[src/rtl/id_ctrl_stage_if.sv]
// -----------------------------------------------------------------------------
// id_ctrl_stage_if
// Bundles the IF-side and EX-side signals of the ID control stage.
//   IF side : instr_i, instr_valid_i (to ID), stall_o (to IF)
//   EX side : flush_i, ex_ready_i (to ID), ex_valid_o plus the registered
//             control word and register fields (to EX)
// Modports:
//   master - the environment around the stage (drives IF/EX requests)
//   slave  - id_ctrl_stage itself
// -----------------------------------------------------------------------------
interface id_ctrl_stage_if #(
  parameter int ALU_OP_W   = 5,
  parameter int REG_ADDR_W = 5
);
  logic [31:0]           instr_i;
  logic                  instr_valid_i;
  logic                  flush_i;
  logic                  ex_ready_i;
  logic                  stall_o;
  logic                  ex_valid_o;
  logic                  RegWrite_o;
  logic                  ALUSrc_o;
  logic                  Branch_o;
  logic                  Jump_o;
  logic                  MemRead_o;
  logic                  MemWrite_o;
  logic [ALU_OP_W-1:0]   ALU_op_o;
  logic [1:0]            RegDst_o;
  logic [2:0]            BranchType_o;
  logic [1:0]            MemtoReg_o;
  logic [REG_ADDR_W-1:0] rs_o;
  logic [REG_ADDR_W-1:0] rt_o;
  logic [REG_ADDR_W-1:0] rd_o;
  logic                  illegal_o;

  modport master (
    output instr_i, instr_valid_i, flush_i, ex_ready_i,
    input  stall_o, ex_valid_o, RegWrite_o, ALUSrc_o, Branch_o, Jump_o,
           MemRead_o, MemWrite_o, ALU_op_o, RegDst_o, BranchType_o,
           MemtoReg_o, rs_o, rt_o, rd_o, illegal_o
  );

  modport slave (
    input  instr_i, instr_valid_i, flush_i, ex_ready_i,
    output stall_o, ex_valid_o, RegWrite_o, ALUSrc_o, Branch_o, Jump_o,
           MemRead_o, MemWrite_o, ALU_op_o, RegDst_o, BranchType_o,
           MemtoReg_o, rs_o, rt_o, rd_o, illegal_o
  );
endinterface

[src/rtl/id_ctrl_stage.sv]
// -----------------------------------------------------------------------------
// id_ctrl_stage
// Instruction-decode control stage between IF and EX. Decodes the 32-bit
// instruction into a control word and registers it into the ID/EX control
// register with a valid bit. Handles EX back-pressure, load-use bubbling,
// flush on taken branch/jump and illegal-opcode flagging.
// Ports:
//   clk_i, rst_i - clock; asynchronous active-high reset
//   bus          - id_ctrl_stage_if.slave (IF request/stall, EX control word)
// Optional feature (macro MUL_STALL_EN): an accepted MUL (R-type, funct 0x18)
// holds the stage in BUSY for MUL_LAT-1 cycles, issuing bubbles meanwhile.
// -----------------------------------------------------------------------------
module id_ctrl_stage #(
  parameter int ALU_OP_W   = 5,
  parameter int REG_ADDR_W = 5,
  parameter int MUL_LAT    = 4
) (
  input logic           clk_i,
  input logic           rst_i,
  id_ctrl_stage_if.slave bus
);

  localparam logic [5:0] OP_R    = 6'h00;
  localparam logic [5:0] OP_J    = 6'h02;
  localparam logic [5:0] OP_JAL  = 6'h03;
  localparam logic [5:0] OP_BEQ  = 6'h04;
  localparam logic [5:0] OP_BNE  = 6'h05;
  localparam logic [5:0] OP_BLT  = 6'h06;
  localparam logic [5:0] OP_BLE  = 6'h07;
  localparam logic [5:0] OP_ADDI = 6'h08;
  localparam logic [5:0] OP_ORI  = 6'h0d;
  localparam logic [5:0] OP_LUI  = 6'h0f;
  localparam logic [5:0] OP_BNEZ = 6'h15;
  localparam logic [5:0] OP_LW   = 6'h23;
  localparam logic [5:0] OP_SW   = 6'h2b;

  if (MUL_LAT < 1) begin : gBadMulLat
    $error("MUL_LAT must be at least 1");
  end

  typedef struct packed {
    logic                  valid;
    logic                  illegal;
    logic                  regWrite;
    logic                  aluSrc;
    logic                  branch;
    logic                  jump;
    logic                  memRead;
    logic                  memWrite;
    logic [ALU_OP_W-1:0]   aluOp;
    logic [1:0]            regDst;
    logic [2:0]            branchType;
    logic [1:0]            memToReg;
    logic [REG_ADDR_W-1:0] rs;
    logic [REG_ADDR_W-1:0] rt;
    logic [REG_ADDR_W-1:0] rd;
  } ctrlWord_t;

  logic [5:0]            opcode;
  logic [REG_ADDR_W-1:0] inRs;
  logic [REG_ADDR_W-1:0] inRt;
  logic                  unusedBits;
  ctrlWord_t             dec;
  ctrlWord_t             ctrlQ;
  logic                  usesRt;
  logic                  loadUse;
  logic                  busy;
  logic                  stall;

  assign opcode     = bus.instr_i[31:26];
  assign inRs       = REG_ADDR_W'(bus.instr_i[25:21]);
  assign inRt       = REG_ADDR_W'(bus.instr_i[20:16]);
  assign unusedBits = ^bus.instr_i[10:0];

  // Combinational decode of the incoming instruction.
  always_comb begin
    // NOTE: every field gets a default before the case so no latch is inferred.
    dec       = '0;
    dec.valid = 1'b1;
    dec.rs    = inRs;
    dec.rt    = inRt;
    dec.rd    = REG_ADDR_W'(bus.instr_i[15:11]);
    unique case (opcode)
      OP_R:    begin dec.aluOp = ALU_OP_W'(2);  dec.regWrite = 1'b1; dec.regDst = 2'd1; end
      OP_ADDI: begin dec.aluOp = ALU_OP_W'(0);  dec.aluSrc = 1'b1; dec.regWrite = 1'b1; end
      OP_BEQ:  begin dec.aluOp = ALU_OP_W'(1);  dec.branch = 1'b1; dec.branchType = 3'd1; end
      OP_BNE:  begin dec.aluOp = ALU_OP_W'(3);  dec.branch = 1'b1; dec.branchType = 3'd2; end
      OP_ORI:  begin dec.aluOp = ALU_OP_W'(4);  dec.aluSrc = 1'b1; dec.regWrite = 1'b1; end
      OP_LUI:  begin dec.aluOp = ALU_OP_W'(5);  dec.aluSrc = 1'b1; dec.regWrite = 1'b1; end
      OP_LW:   begin
        dec.aluOp    = ALU_OP_W'(6);
        dec.aluSrc   = 1'b1;
        dec.regWrite = 1'b1;
        dec.memRead  = 1'b1;
        dec.memToReg = 2'd1;
      end
      OP_SW:   begin dec.aluOp = ALU_OP_W'(7);  dec.aluSrc = 1'b1; dec.memWrite = 1'b1; end
      OP_J:    begin dec.aluOp = ALU_OP_W'(8);  dec.jump = 1'b1; end
      OP_JAL:  begin dec.aluOp = ALU_OP_W'(9);  dec.jump = 1'b1; dec.regWrite = 1'b1; dec.regDst = 2'd2; end
      OP_BLE:  begin dec.aluOp = ALU_OP_W'(10); dec.branch = 1'b1; dec.branchType = 3'd3; end
      OP_BLT:  begin dec.aluOp = ALU_OP_W'(11); dec.branch = 1'b1; dec.branchType = 3'd4; end
      OP_BNEZ: begin dec.aluOp = ALU_OP_W'(12); dec.branch = 1'b1; dec.branchType = 3'd5; end
      default: dec.illegal = 1'b1;
    endcase
  end

  // Instructions that read rt as a source operand (rs is always a source).
  always_comb begin
    usesRt = 1'b0;
    case (opcode)
      OP_R, OP_BEQ, OP_BNE, OP_BLE, OP_BLT, OP_BNEZ, OP_SW: usesRt = 1'b1;
      default:                                               usesRt = 1'b0;
    endcase
  end

  // Load-use: the word now in EX loads a nonzero register the incoming
  // instruction needs next cycle.
  assign loadUse = ctrlQ.valid && ctrlQ.memRead && (ctrlQ.rt != '0) &&
                   bus.instr_valid_i &&
                   ((ctrlQ.rt == inRs) || (usesRt && (ctrlQ.rt == inRt)));

  // Flush overrides every stall source.
  assign stall = !bus.flush_i && (!bus.ex_ready_i || loadUse || busy);

`ifdef MUL_STALL_EN
  localparam int CNT_W = (MUL_LAT > 1) ? $clog2(MUL_LAT) : 1;

  typedef enum logic {RUN, BUSY} state_e;

  state_e            state;
  state_e            stateNext;
  logic [CNT_W-1:0]  mulCnt;
  logic [CNT_W-1:0]  mulCntNext;
  logic              accept;

  assign busy   = (state == BUSY);
  assign accept = bus.instr_valid_i && !stall && !bus.flush_i;

  always_ff @(posedge clk_i or posedge rst_i) begin
    if (rst_i) begin
      state  <= RUN;
      mulCnt <= '0;
    end else begin
      state  <= stateNext;
      mulCnt <= mulCntNext;
    end
  end

  always_comb begin
    stateNext  = state;
    mulCntNext = mulCnt;
    if (bus.flush_i) begin
      stateNext  = RUN;
      mulCntNext = '0;
    end else begin
      unique case (state)
        RUN: begin
          if (accept && (opcode == OP_R) && (bus.instr_i[5:0] == 6'h18) && (MUL_LAT > 1)) begin
            stateNext  = BUSY;
            mulCntNext = CNT_W'(MUL_LAT - 1);
          end
        end
        BUSY: begin
          if (bus.ex_ready_i) begin
            mulCntNext = mulCnt - 1'b1;
            if (mulCntNext == '0) stateNext = RUN;
          end
        end
        default: stateNext = RUN;
      endcase
    end
  end
`else
  assign busy = 1'b0;
`endif

  // ID/EX control register.
  always_ff @(posedge clk_i or posedge rst_i) begin
    // NOTE: the control word is plain flops, so it is cleared on reset; sequential
    // state is always written with non-blocking assignments.
    if (rst_i) begin
      ctrlQ <= '0;
    end else if (bus.flush_i) begin
      ctrlQ <= '0;
    end else if (!bus.ex_ready_i) begin
      ctrlQ <= ctrlQ;
    end else if (busy || loadUse || !bus.instr_valid_i) begin
      ctrlQ <= '0;
    end else begin
      ctrlQ <= dec;
    end
  end

  assign bus.stall_o      = stall;
  assign bus.ex_valid_o   = ctrlQ.valid;
  assign bus.illegal_o    = ctrlQ.illegal;
  assign bus.RegWrite_o   = ctrlQ.regWrite;
  assign bus.ALUSrc_o     = ctrlQ.aluSrc;
  assign bus.Branch_o     = ctrlQ.branch;
  assign bus.Jump_o       = ctrlQ.jump;
  assign bus.MemRead_o    = ctrlQ.memRead;
  assign bus.MemWrite_o   = ctrlQ.memWrite;
  assign bus.ALU_op_o     = ctrlQ.aluOp;
  assign bus.RegDst_o     = ctrlQ.regDst;
  assign bus.BranchType_o = ctrlQ.branchType;
  assign bus.MemtoReg_o   = ctrlQ.memToReg;
  assign bus.rs_o         = ctrlQ.rs;
  assign bus.rt_o         = ctrlQ.rt;
  assign bus.rd_o         = ctrlQ.rd;

endmodule

[src/flat_wrapper.sv]
// flat-port wrapper written by rule: the top's interface ports become plain ports
module id_ctrl_stage_flat 
#(
  parameter int ALU_OP_W   = 5,
  parameter int REG_ADDR_W = 5,
  parameter int MUL_LAT    = 4
)
  (clk_i, rst_i, bus_instr_i, bus_instr_valid_i, bus_flush_i, bus_ex_ready_i, bus_stall_o, bus_ex_valid_o, bus_RegWrite_o, bus_ALUSrc_o, bus_Branch_o, bus_Jump_o, bus_MemRead_o, bus_MemWrite_o, bus_ALU_op_o, bus_RegDst_o, bus_BranchType_o, bus_MemtoReg_o, bus_rs_o, bus_rt_o, bus_rd_o, bus_illegal_o);
  id_ctrl_stage_if #(.ALU_OP_W(ALU_OP_W), .REG_ADDR_W(REG_ADDR_W)) bus_i ();
  input logic clk_i;
  input logic rst_i;
  input wire logic [$bits(bus_i.instr_i)-1:0] bus_instr_i;
  input wire logic [$bits(bus_i.instr_valid_i)-1:0] bus_instr_valid_i;
  input wire logic [$bits(bus_i.flush_i)-1:0] bus_flush_i;
  input wire logic [$bits(bus_i.ex_ready_i)-1:0] bus_ex_ready_i;
  output wire logic [$bits(bus_i.stall_o)-1:0] bus_stall_o;
  output wire logic [$bits(bus_i.ex_valid_o)-1:0] bus_ex_valid_o;
  output wire logic [$bits(bus_i.RegWrite_o)-1:0] bus_RegWrite_o;
  output wire logic [$bits(bus_i.ALUSrc_o)-1:0] bus_ALUSrc_o;
  output wire logic [$bits(bus_i.Branch_o)-1:0] bus_Branch_o;
  output wire logic [$bits(bus_i.Jump_o)-1:0] bus_Jump_o;
  output wire logic [$bits(bus_i.MemRead_o)-1:0] bus_MemRead_o;
  output wire logic [$bits(bus_i.MemWrite_o)-1:0] bus_MemWrite_o;
  output wire logic [$bits(bus_i.ALU_op_o)-1:0] bus_ALU_op_o;
  output wire logic [$bits(bus_i.RegDst_o)-1:0] bus_RegDst_o;
  output wire logic [$bits(bus_i.BranchType_o)-1:0] bus_BranchType_o;
  output wire logic [$bits(bus_i.MemtoReg_o)-1:0] bus_MemtoReg_o;
  output wire logic [$bits(bus_i.rs_o)-1:0] bus_rs_o;
  output wire logic [$bits(bus_i.rt_o)-1:0] bus_rt_o;
  output wire logic [$bits(bus_i.rd_o)-1:0] bus_rd_o;
  output wire logic [$bits(bus_i.illegal_o)-1:0] bus_illegal_o;
  assign bus_i.instr_i = bus_instr_i;
  assign bus_i.instr_valid_i = bus_instr_valid_i;
  assign bus_i.flush_i = bus_flush_i;
  assign bus_i.ex_ready_i = bus_ex_ready_i;
  assign bus_stall_o = bus_i.stall_o;
  assign bus_ex_valid_o = bus_i.ex_valid_o;
  assign bus_RegWrite_o = bus_i.RegWrite_o;
  assign bus_ALUSrc_o = bus_i.ALUSrc_o;
  assign bus_Branch_o = bus_i.Branch_o;
  assign bus_Jump_o = bus_i.Jump_o;
  assign bus_MemRead_o = bus_i.MemRead_o;
  assign bus_MemWrite_o = bus_i.MemWrite_o;
  assign bus_ALU_op_o = bus_i.ALU_op_o;
  assign bus_RegDst_o = bus_i.RegDst_o;
  assign bus_BranchType_o = bus_i.BranchType_o;
  assign bus_MemtoReg_o = bus_i.MemtoReg_o;
  assign bus_rs_o = bus_i.rs_o;
  assign bus_rt_o = bus_i.rt_o;
  assign bus_rd_o = bus_i.rd_o;
  assign bus_illegal_o = bus_i.illegal_o;
  id_ctrl_stage #(.ALU_OP_W(ALU_OP_W), .REG_ADDR_W(REG_ADDR_W), .MUL_LAT(MUL_LAT)) u_core (.clk_i(clk_i), .rst_i(rst_i), .bus(bus_i));
endmodule
[config.mk]
export PLATFORM = sky130hd
export DESIGN_NAME = id_ctrl_stage_flat
export DESIGN_NICKNAME = d
export VERILOG_FILES = /design/src/rtl/id_ctrl_stage_if.sv /design/src/rtl/id_ctrl_stage.sv /design/src/flat_wrapper.sv
export SDC_FILE = /design/constraint.sdc
export NUM_CORES = 1
export LEC_CHECK = 0
export CAP_MARGIN = 20
export CORE_MARGIN = 2
export CORE_UTILIZATION = 25
export CTS_CLUSTER_DIAMETER = 60
export DETAILED_ROUTE_END_ITERATION = 12
export HOLD_SLACK_MARGIN = 0.1
export PLACE_DENSITY = 0.53
export RECOVER_POWER = 100
export SYNTH_ARGS = -nofsm -noshare
export SYNTH_HDL_FRONTEND = slang
export SYNTH_SLANG_ARGS = --single-unit
[constraint.sdc]
create_clock -name clk_i -period 1.7 [get_ports clk_i]
set_clock_uncertainty 0.1 [all_clocks]
set_input_delay 0.17 -clock clk_i [delete_from_list [all_inputs] [get_ports clk_i]]
set_output_delay 0.17 -clock clk_i [all_outputs]
set_load 0.005 [all_outputs]
==> summary.md, run 1 <==
| Metric | Value |
|---|---|
| Status | `complete, but fails checks` |
| Failing checks | `negative setup slack` |
| Register share of total power | `0.421` |
| Antenna diodes | `0` |
| First drt pass iteration count | `4` |
| Signal arrival time at the worst endpoint | `~1.8 ns` |
| Maximum VDD drop | `around 0.25 mV` |
| Deepest level of the CTS H-tree | `2` |
| Nature of the critical path startpoint | `flip-flop` |
| Internal portion of total power | `1.408 mW` |
| Maximum number of pins on one net before global-route repair | `33` |
| Clk pin slew, worst setup/hold paths | `0.07 ns` |
| Number of placement rows | `30` |
| Count of filler cells inserted in the layout | `between 600 and 700` |
| Worst hold path endpoint | `u_core.bus.rs_o[3]$_DFFE_PP0P_` |
| Number of buffers on the longest clock path | `2` |
| Initial standard-cell utilization of the core | `0.2552` |
| Net switching power | `0.4775 mW` |
| Count of antenna-violating nets left after detailed routing | `0` |
| Dominant synthesized flop cell | `sky130_fd_sc_hd__dfrtp_1` |
| Core footprint | `6681 µm²` |
| Chip Height | `86.59 µm` |
| Clock sinks | `32` |
| Total negative setup slack | `-7.748 ns` |
| Count of input and output buffers | `a little under 60` |
| Die ar. | `7498 µm²` |
| Clock latency at the later pin of the worst-skew pair | `0.28 ns` |
| Sw Ratio | `0.2532` |
| Final Hold Violating Endpoints | `0` |
| Lkg Pwr | `1.317 nW` |
| Most used cells in the layout excluding fill and tap cells | `sky130_fd_sc_hd__buf_4 (37), sky130_fd_sc_hd__dfrtp_1 (32), sky130_fd_sc_hd__dlygate4sd3_1 (27)` |
| Min setup slack post-route | `-0.3601 ns` |
| MaxCap Viol Count | `0` |
| Count of final setup violators | `33` |
| Sequential area share after synthesis | `0.4696` |
| Total cell area at the placement stage | `2641 µm²` |
| Source of the worst register-to-register timing path | `u_core.bus.rt_o[1]$_DFFE_PP0P_` |
| Post-synthesis async set-or-reset flop share | `1.000` |
| Portion of the clock cycle consumed by the worst path in the final layout | `1.212` |
| RSZ-0062 raised after global routing | `true` |
| Count of distinct cell types in the synthesized netlist | `40` |
| Data required time of the critical path | `roughly 1.4 ns` |
| TritonCTS clock tree | `built` |
| Width of the die | `86.59 µm` |
| Number of slew-limit violations in the final report | `0` |
| Number of remaining DRC errors | `0` |
| Number of cells traversed by the worst register-to-register path | `8` |
| Gate count of the mapped netlist | `~160` |
| Final worst path period need | `between 2 and 2.5 ns` |
| Syn-to-layout area delta | `68.23%` |
| Clock group share of total power | `0.391` |
| Worst Min Path Start | `u_core.bus.rs_o[3]$_DFFE_PP0P_` |
| Logic pwr share | `0.188` |
| Fraction of final layout cells sized beyond drive strength 1 | `0.2706` |
| HPWL after DPL | `3612 µm` |
| Worst hold slack across all endpoints | `0.3850 ns` |
| Initial antenna violation count | `0` |
| Gp weighted congestion | `approximately 0.76` |
| Slew margin rel. | `0.4411` |
| FF+latch count, synth | `32` |
| Number of warnings issued by yosys | `0` |
| Global-route wire length before repair | `8493 µm` |
| Largest fanout on the critical path | `3` |
| CTS root buffer | `sky130_fd_sc_hd__clkbuf_8` |
| Power Dens Cells | `657.4 nW/µm²` |
| All-layer global routing usage | `0.1459` |
| NumNets Final | `291` |
| Capturing element type of the critical path | `output pin` |
| Path type of the worst setup path | `reg2out` |
| Worst flop-to-flop path endpoint | `u_core.bus.rs_o[1]$_DFFE_PP0P_` |
| Average wire per standard cell | `~16 µm` |
| Fmax | `485.4 MHz` |
| Worst-Margin Slew | `0.8383 ns` |
| Utilization after layout | `0.4294` |
| Syn_area_per_cell | `10.93 µm²` |
| 1st-iter DRT viols | `between 40 and 50` |
| Number of buffers created by CTS | `5` |
| Worst reg2reg setup slack | `-0.28 ns` |
| Hold path cells | `1` |
| Number of global-route vias before repair | `1682` |
| Post-Layout Inst Area | `2869 µm²` |
| Most common cell after layout, fill and taps aside | `sky130_fd_sc_hd__buf_4` |
| Via count normalized by instance count | `between 4 and 5` |
| Storage cell area | `800.8 µm²` |
| Total power | `1.886 mW` |
| IO Count | `73` |
| Grt ovf | `0` |
| Multi-input logic area | `892.1 µm²` |
| Path type of the worst min-delay path | `reg2reg` |
| # hold bufs at CTS | `0` |
| Vias | `1655` |
| Number of flops mapped to enable cells by yosys | `0` |
| Post-Synthesis Cell Area | `1705 µm²` |
| Final wirelength | `5197 µm` |
[final cells by class]
type | count | area share
Multi-Input combinational cell | 109 | 0.3109
Timing Repair Buffer | 103 | 0.3323
Tap cell | 80 | 0.03489
Clock inverter | 3 | 0.01483
Clock buffer | 5 | 0.02399
Inverter | 3 | 0.003925
Sequential cell | 32 | 0.2791
[registers in the layout (all words and copies together), names as in the netlist]
register,flops
u_core.bus.illegal_o,1
u_core.bus.BranchType_o,3
u_core.bus.Branch_o,1
u_core.bus.MemRead_o,1
u_core.bus.ex_valid_o,1
u_core.bus.Jump_o,1
u_core.bus.ALUSrc_o,1
u_core.bus.rd_o,5
u_core.bus.rt_o,5
u_core.bus.ALU_op_o,4
u_core.bus.MemWrite_o,1
u_core.bus.RegWrite_o,1
u_core.bus.rs_o,5
u_core.bus.RegDst_o,2
[per-stage QoR]
| step | instances | setup WS (ns) |
|---|---|---|
| floorplan | 157 | -0.09802 |
| global placement | 322 | -0.8746 |
| detailed placement | 322 | -0.8913 |
| CTS | 332 | -0.3785 |
| global route | 335 | -0.4502 |
| finish | 335 | -0.3601 |
[layer usage]
layer  up-vias  global-route usage  wire length (µm)
met5         -                   0                 0
met4         0             0.03835                52
met3         5             0.03810               201
met2        36              0.2259              2480
met1       815              0.2026              2461
li1        799                   -                 -
[worst max-delay path, cell delays in order (launching register included)]
cell                        delay [ns]
sky130_fd_sc_hd__dfrtp_1          0.41
sky130_fd_sc_hd__or4_4            0.55
sky130_fd_sc_hd__o2111ai_2        0.19
sky130_fd_sc_hd__o21bai_4         0.17
sky130_fd_sc_hd__a21oi_2          0.07
sky130_fd_sc_hd__buf_2            0.12
[synthesized netlist by cell type, types with 2 or more instances]
library cell,number,area [µm²]
sky130_fd_sc_hd__nor3_1,3,15.01
sky130_fd_sc_hd__dfrtp_1,32,800.8
sky130_fd_sc_hd__nand2_1,8,30.03
sky130_fd_sc_hd__buf_6,2,22.52
sky130_fd_sc_hd__xnor2_1,10,87.58
sky130_fd_sc_hd__clkbuf_1,6,22.52
sky130_fd_sc_hd__inv_1,2,7.510
sky130_fd_sc_hd__buf_4,6,45.04
sky130_fd_sc_hd__a21oi_1,6,30.03
sky130_fd_sc_hd__a22o_1,8,70.07
sky130_fd_sc_hd__and3_1,2,12.51
sky130_fd_sc_hd__and2_1,2,12.51
sky130_fd_sc_hd__a32o_1,23,230.2
sky130_fd_sc_hd__nor2_1,12,45.04
sky130_fd_sc_hd__nand2b_1,2,12.51
sky130_fd_sc_hd__o21ai_0,6,30.03
sky130_fd_sc_hd__nand3_1,2,10.01
sky130_fd_sc_hd__o22ai_1,2,12.51
[power by group through the flow]
stage          Sequential [mW]  Clock [mW]  Combinational [mW]
3_5_place_dp             0.809           0               0.355
4_1_cts                  0.794       0.761               0.364
6_report                 0.794       0.738               0.355
5_1_grt                  0.796       0.802               0.390
2_1_floorplan            0.812           0               0.145
3_3_place_gp             0.809           0               0.353
[what timing repair did]
action | CTS | global route
endpoints found under the setup margin | 33 | 33
setup buffers | 2 | 3
resized for setup | 22 | 6
cloned | 1 | 1
pin swaps | 12 | 7
[cells by family after synthesis]
group	count (synthesis)	synth area share
AO/OA/AOI/OAI	56	0.2854
AND/OR/NAND/NOR	38	0.1211
flip-flops	32	0.4696
buffers and inverters	17	0.05942
XOR/XNOR	11	0.05649
multiplexers	1	0.005870
other	1	0.002199
[worst max path at each step]
stage / cells past startpoint / to / start / slack (ns)
2_1_floorplan: 5 / bus_stall_o / u_core.bus.rt_o[1]$_DFFE_PP0P_ / -0.1
4_1_cts: 5 / bus_stall_o / u_core.bus.rt_o[3]$_DFFE_PP0P_ / -0.38
5_1_grt: 5 / bus_stall_o / u_core.bus.rt_o[1]$_DFFE_PP0P_ / -0.45
3_3_place_gp: 7 / bus_stall_o / bus_instr_i[29] / -0.87
6_report: 5 / bus_stall_o / u_core.bus.rt_o[1]$_DFFE_PP0P_ / -0.36
3_5_place_dp: 7 / bus_stall_o / bus_instr_i[29] / -0.89
Note: power is estimated with default switching activity, not from simulation.
==> run 2, diff against run 1 <==
--- a/config.mk
+++ b/config.mk
@@ -8,8 +8,9 @@
 export CAP_MARGIN = 20
 export CORE_MARGIN = 2
 export CORE_UTILIZATION = 25
-export CTS_CLUSTER_DIAMETER = 60
+export CTS_CLUSTER_DIAMETER = 120
 export DETAILED_ROUTE_END_ITERATION = 12
+export GPL_TIMING_DRIVEN = 0
 export HOLD_SLACK_MARGIN = 0.1
 export PLACE_DENSITY = 0.53
 export RECOVER_POWER = 100
==> summary.md, run 2 (synthesized netlist as in run 1, its figures left out) <==
| Metric | Value |
|---|---|
| # hold bufs at CTS | `0 (unchanged)` |
| TritonCTS clock tree | `built` |
| Post-Layout Inst Area | `2758 µm² (-3.9%)` |
| Number of remaining DRC errors | `0 (unchanged)` |
| Antenna diodes | `0 (unchanged)` |
| Portion of the clock cycle consumed by the worst path in the final layout | `1.280 (+0.06782)` |
| Most congested layer reported by global routing | `met2` |
| Gp weighted congestion | `0.8329 (+10%)` |
| Clk pin slew, worst setup/hold paths | `0.07 ns (about the same)` |
| Maximum number of pins on one net before global-route repair | `20 (-39%)` |
| Source of the worst register-to-register timing path | `u_core.bus.rt_o[2]$_DFFE_PP0P_` |
| Number of buffers on the longest clock path | `2 (unchanged)` |
| Die ar. | `7498 µm² (unchanged)` |
| Slowest CP cell | `sky130_fd_sc_hd__or4_4` |
| Path type of the worst setup path | `reg2out` |
| Slowest cell delay on critical path | `0.56 ns (about the same)` |
| Final wirelength | `5153 µm (-0.85%)` |
| Most used cells in the layout excluding fill and tap cells | `sky130_fd_sc_hd__dlygate4sd3_1 (29), sky130_fd_sc_hd__dfrtp_1 (28), sky130_fd_sc_hd__a32o_1 (23)` |
| Cell count after placement | `294 (-8.7%)` |
| Worst flop-to-flop path endpoint | `u_core.bus.rt_o[0]$_DFFE_PP0P_` |
| Number of cells traversed by the worst register-to-register path | `10 (+2)` |
| Signal arrival time at the worst endpoint | `1.91 ns (+0.12 ns)` |
| Initial standard-cell utilization of the core | `0.2552 (unchanged)` |
| Count of final setup violators | `33 (unchanged)` |
| Final Hold Violating Endpoints | `0 (unchanged)` |
| Core footprint | `6681 µm² (unchanged)` |
| Slew margin rel. | `0.5380 (+0.09690)` |
| Critical Path Start | `u_core.bus.rt_o[1]$_DFFE_PP0P_` |
| First drt pass iteration count | `4 (unchanged)` |
| Lkg Pwr | `1.259 nW (-4.4%)` |
| Number of buffers created by CTS | `5 (unchanged)` |
| Hold path cells | `2 (+1)` |
| Fmax | `459.7 MHz (-5.3%)` |
| MaxCap Viol Count | `0 (unchanged)` |
| Width of the die | `86.59 µm (unchanged)` |
| GR Util met1 | `0.2021 (-0.0004755)` |
| Average wire per standard cell | `16.10 µm (+3.8%)` |
| Met3 demand-to-capacity share in global routing | `0.02952 (-0.008571)` |
| Grt ovf | `0 (unchanged)` |
| Global routing met2 resource utilization | `0.2161 (-0.009790)` |
| Worst reg2reg setup slack | `-0.33 ns (-0.05 ns)` |
| Total negative setup slack | `-7.335 ns (+0.4128 ns)` |
| Nature of the critical path startpoint | `flip-flop` |
| Power Dens Cells | `670.2 nW/µm² (+2.0%)` |
| Initial antenna violation count | `0 (unchanged)` |
| Placement Setup Slack | `-1.171 ns (-0.2796 ns)` |
| Largest fanout on the critical path | `3 (unchanged)` |
| Capturing element type of the critical path | `output pin` |
| Vias | `1574 (-4.9%)` |
| Worst-Margin Slew | `0.6904 ns (-0.1479 ns)` |
| Number of slew-limit violations in the final report | `0 (unchanged)` |
| Failing checks | `negative setup slack` |
| IO Count | `73 (unchanged)` |
| Final cell count without fillers | `320 (-4.5%)` |
| RSZ-0062 raised after global routing | `true` |
| Final worst path period need | `2.175 ns (+0.1153 ns)` |
| CTS root buffer | `sky130_fd_sc_hd__clkbuf_8` |
| Path type of the worst min-delay path | `in2reg` |
| Global-route wire length before repair | `8293 µm (-2.4%)` |
| Number of global-route vias before repair | `1628 (-3.2%)` |
| Worst Min Path Start | `bus_instr_i[31]` |
| Chip Height | `86.59 µm (unchanged)` |
| Maximum VDD drop | `0.3968 mV (+59%)` |
| Most common cell after layout, fill and taps aside | `sky130_fd_sc_hd__dlygate4sd3_1` |
| Deepest level of the CTS H-tree | `2 (unchanged)` |
| Count of input and output buffers | `56 (-5.1%)` |
| Worst hold slack across all endpoints | `0.1165 ns (-0.2686 ns)` |
| Syn-to-layout area delta | `61.70%` |
| Data required time of the critical path | `1.43 ns (about the same)` |
| Fraction of final layout cells sized beyond drive strength 1 | `0.2542 (-0.01642)` |
| NumNets Final | `276 (-5.2%)` |
| CP Cell Sequence | `or4_4 > o2111ai_4 > o21bai_4 > buf_6 > a21oi_2 > buf_2` |
| HPWL after DPL | `3596 µm (-0.46%)` |
| Status | `complete, but fails checks` |
| All-layer global routing usage | `0.1399 (-0.005966)` |
| Number of placement rows | `30 (unchanged)` |
| Total power | `1.848 mW (-2.0%)` |
| Clock latency at the later pin of the worst-skew pair | `0.28 ns (about the same)` |
| Via count normalized by instance count | `4.919 (-0.44%)` |
| Clock sinks | `32 (unchanged)` |
| Min setup slack post-route | `-0.4754 ns (-0.1153 ns)` |
| 1st-iter DRT viols | `106 (+130%)` |
| Utilization after layout | `0.4127 (-0.01667)` |
| Total cell area at the placement stage | `2417 µm² (-8.5%)` |
| Count of antenna-violating nets left after detailed routing | `0 (unchanged)` |
| End point of the critical path | `bus_stall_o` |
-- run 2: changes by cell type in the layout (fill, tap and decap cells not counted), moves of 4 or more --
cell / before / now
sky130_fd_sc_hd__buf_4: 37 / 17
sky130_fd_sc_hd__clkbuf_1: 0 / 7
sky130_fd_sc_hd__xnor2_1: 9 / 4
sky130_fd_sc_hd__dfrtp_1: 32 / 28
sky130_fd_sc_hd__dlygate4sd2_1: 6 / 2
sky130_fd_sc_hd__xnor2_2: 0 / 6
sky130_fd_sc_hd__dfrtp_2: 0 / 4
-- run 2: worst min path at each step --
stage	slack, ns	endpoint
2_1_floorplan	0.19	u_core.bus.ALUSrc_o$_DFFE_PP0P_
3_3_place_gp	0.38	u_core.bus.rd_o[0]$_DFFE_PP0P_
3_5_place_dp	0.38	u_core.bus.rs_o[2]$_DFFE_PP0P_
4_1_cts	0.10	u_core.bus.MemRead_o$_DFFE_PP0P_
5_1_grt	0.10	u_core.bus.MemRead_o$_DFFE_PP0P_
6_report	0.12	u_core.bus.MemRead_o$_DFFE_PP0P_
-- run 2: layer usage --
metal	wire (µm)	vias up
met5	0	-
met4	14	0
met3	182	2
met2	2397	38
met1	2558	765
li1	-	769
-- run 2: worst max-delay path: cells and delay by family (launching register included) --
family          cells  cell delay (ns)
simple gates        1             0.56
flops               1             0.42
compound gates      3             0.40
buf+inv             2             0.24
-- run 2: timing repair --
item | 4_1_cts | 5_1_grt
setup buffers | 15 | 1
gates resized for setup | 23 | 14
gates cloned | 1 | 2
pin swaps | 9 | 8
endpoints found under the setup margin | 33 | 34
-- run 2: final cells by class --
class / instances / area (µm²)
inverter: 3 / 11.26
fill: 656 / 3924
clock inverter: 2 / 35.03
clock buffer: 6 / 72.57
buffer: 14 / 97.59
multi-input combinational: 109 / 919.6
tap: 80 / 100.1
timing repair buffer: 74 / 715.7
sequential: 32 / 805.8
-- run 2: power by group --
part | leakage, nW | total [mW] | internal, mW | switching (mW)
Sequential | 0.434 | 0.797 | 0.782 | 0.0148
Clock | 0.0552 | 0.726 | 0.435 | 0.291
Combinational | 0.770 | 0.326 | 0.166 | 0.160
Total | 1.26 | 1.85 | 1.38 | 0.466
==> run 3, diff against run 2 <==
--- a/config.mk
+++ b/config.mk
@@ -14,6 +14,9 @@
 export HOLD_SLACK_MARGIN = 0.1
 export PLACE_DENSITY = 0.53
 export RECOVER_POWER = 100
+export REMOVE_ABC_BUFFERS = 1
+export SETUP_SLACK_MARGIN = 0.2
+export SLEW_MARGIN = 25
 export SYNTH_ARGS = -nofsm -noshare
 export SYNTH_HDL_FRONTEND = slang
 export SYNTH_SLANG_ARGS = --single-unit
==> summary.md, run 3 (synthesized netlist as in run 1, its figures left out) <==
| Metric | Value |
|---|---|
| Signal arrival time at the worst endpoint | `1.81 ns (-0.10 ns)` |
| Most common cell after layout, fill and taps aside | `sky130_fd_sc_hd__clkdlybuf4s50_1` |
| Chip Height | `86.59 µm (unchanged)` |
| Total power | `1.863 mW (+0.83%)` |
| Final Hold Violating Endpoints | `0 (unchanged)` |
| Slew margin rel. | `0.1773 (-0.3608)` |
| Slowest CP cell | `sky130_fd_sc_hd__or4_4` |
| HPWL after DPL | `3253 µm (-9.5%)` |
| Largest fanout on the critical path | `2 (-1)` |
| Gp weighted congestion | `0.8030 (-3.6%)` |
| All-layer global routing usage | `0.1367 (-0.003206)` |
| TritonCTS clock tree | `built` |
| Final worst path period need | `2.083 ns (-0.09186 ns)` |
| Portion of the clock cycle consumed by the worst path in the final layout | `1.226 (-0.05404)` |
| Number of buffers created by CTS | `5 (unchanged)` |
| Width of the die | `86.59 µm (unchanged)` |
| MaxCap Viol Count | `0 (unchanged)` |
| Vias | `1603 (+1.8%)` |
| CP Cell Sequence | `or4_4 > o2111ai_4 > o21bai_4 > a21oi_2 > buf_2` |
| CTS root buffer | `sky130_fd_sc_hd__clkbuf_8` |
| Count of input and output buffers | `59 (+5.4%)` |
| Via count normalized by instance count | `5.138 (+4.5%)` |
| Fmax | `480.0 MHz (+4.4%)` |
| Count of antenna-violating nets left after detailed routing | `0 (unchanged)` |
| Slowest cell delay on critical path | `0.55 ns (about the same)` |
| Most used cells in the layout excluding fill and tap cells | `sky130_fd_sc_hd__clkdlybuf4s50_1 (44), sky130_fd_sc_hd__dfrtp_1 (28), sky130_fd_sc_hd__a32o_1 (23)` |
| Count of final setup violators | `33 (unchanged)` |
| Syn-to-layout area delta | `64.93%` |
| Number of remaining DRC errors | `0 (unchanged)` |
| Die ar. | `7498 µm² (unchanged)` |
| Status | `complete, but fails checks` |
| Initial standard-cell utilization of the core | `0.2552 (unchanged)` |
| Total cell area at the placement stage | `2335 µm² (-3.4%)` |
| Top delay family on crit path | `simple AND/OR/NAND/NOR gates` |
| Path type of the worst min-delay path | `in2reg` |
| Data required time of the critical path | `1.43 ns (about the same)` |
| Initial antenna violation count | `0 (unchanged)` |
| Deepest level of the CTS H-tree | `2 (unchanged)` |
| Worst-Margin Slew | `1.233 ns (+0.5423 ns)` |
| Final wirelength | `5283 µm (+2.5%)` |
| Number of buffers on the longest clock path | `2 (unchanged)` |
| NumNets Final | `268 (-2.9%)` |
| Grt ovf | `0 (unchanged)` |
| Global-route wire length before repair | `7997 µm (-3.6%)` |
| Power Dens Cells | `662.5 nW/µm² (-1.1%)` |
| Clk pin slew, worst setup/hold paths | `0.07 ns (about the same)` |
| Path type of the worst setup path | `reg2out` |
| Maximum number of pins on one net before global-route repair | `33 (+65%)` |
| Number of slew-limit violations in the final report | `0 (unchanged)` |
| IO Count | `73 (unchanged)` |
| Average wire per standard cell | `16.93 µm (+5.2%)` |
| Post-Layout Inst Area | `2813 µm² (+2.0%)` |
| Nature of the critical path startpoint | `flip-flop` |
| Antenna diodes | `0 (unchanged)` |
| Crit path buf inv count | `1 (-1)` |
| Count of filler cells inserted in the layout | `650 (-0.91%)` |
| Number of global-route vias before repair | `1585 (-2.6%)` |
| Total negative setup slack | `-7.129 ns (+0.2063 ns)` |
| RSZ-0062 raised after global routing | `true` |
| Failing checks | `negative setup slack` |
| Maximum VDD drop | `0.2794 mV (-30%)` |
| Clock latency at the later pin of the worst-skew pair | `0.29 ns (about the same)` |
| Min setup slack post-route | `-0.3835 ns (+0.09186 ns)` |
| Clock sinks | `32 (unchanged)` |
| Fraction of final layout cells sized beyond drive strength 1 | `0.2845 (+0.03032)` |
| 1st-iter DRT viols | `105 (-0.94%)` |
| Number of placement rows | `30 (unchanged)` |
| Capturing element type of the critical path | `output pin` |
| Core footprint | `6681 µm² (unchanged)` |
| Lkg Pwr | `1.223 nW (-2.9%)` |
| First drt pass iteration count | `4 (unchanged)` |
| Worst hold slack across all endpoints | `0.2353 ns (+0.1188 ns)` |
==> run 3: cell types whose count changed in the layout (fill, tap and decap cells not counted), sizes merged, moves of 2 or more <==
cell | previous run | this run
o21bai | 1 | 3
clkdlybuf4s15 | 1 | 3
clkdlybuf4s50 | 22 | 44
dlymetal6s2s | 1 | 4
buf | 25 | 21
clkbuf | 14 | 8
dlygate4sd3 | 29 | 0
==> run 3: timing repair <==
item | in CTS | in global routing
pin swaps | 8 | 14
endpoints found under the setup margin | 40 | 38
hold buffers | 0 | 0
gates resized for setup | 51 | 21
gates cloned | 3 | 1
buffers inserted | 12 | 5
==> run 3: final timing paths <==
kind                                                start                        endpoint  slack, ns  depth (start not counted)
setup / recovery           u_core.bus.rt_o[2]$_DFFE_PP0P_                     bus_stall_o      -0.38                          5
hold / removal                            bus_instr_i[27]   u_core.bus.Jump_o$_DFFE_PP0P_       0.24                          2
setup reg to reg           u_core.bus.rt_o[2]$_DFFE_PP0P_  u_core.bus.rs_o[4]$_DFFE_PP0P_      -0.35                         10
hold reg to reg            u_core.bus.rd_o[1]$_DFFE_PP0P_  u_core.bus.rd_o[1]$_DFFE_PP0P_       0.39                          1
max in group asynchronous                           rst_i  u_core.bus.rt_o[4]$_DFFE_PP0P_       0.25                          2
min in group asynchronous                           rst_i  u_core.bus.rs_o[0]$_DFFE_PP0P_       0.43                          2
==> run 3: final cells by class <==
type / instances / area [µm²] / area share
clock buffer: 6 / 72.57 / 0.02580
clock inverter: 2 / 35.03 / 0.01246
inverter: 3 / 11.26 / 0.004004
multi-input combinational: 111 / 1020 / 0.3625
sequential: 32 / 805.8 / 0.2865
tap: 80 / 100.1 / 0.03559
timing repair buffer: 78 / 768.2 / 0.2731
==> run 3: per-layer routing <==
| metal | vias to the layer above | share of wire | track usage |
|---|---|---|---|
| met1 | 786 | 0.46 | 0.1766 |
| met4 | 0 | 0.013 | 0.04261 |
| li1 | 762 | - | - |
| met2 | 47 | 0.48 | 0.2245 |
| met3 | 8 | 0.047 | 0.03524 |
| met5 | - | 0 | 0 |
==> run 3: per-stage QoR <==
stage	std cells	utilization	setup slack, ns
5_1_grt	312	0.4210	-0.4305
2_1_floorplan	143	-	-0.1894
4_1_cts	306	0.4039	-0.3892
3_5_place_dp	283	0.3494	-1.573
3_3_place_gp	282	0.3457	-1.573
6_report	312	0.4210	-0.3835
==> run 3: where the power goes <==
group | total (mW) | internal [mW] | switching, mW
combinational | 0.342 | 0.172 | 0.169
clock | 0.725 | 0.435 | 0.291
sequential | 0.797 | 0.782 | 0.0146
total | 1.86 | 1.39 | 0.475
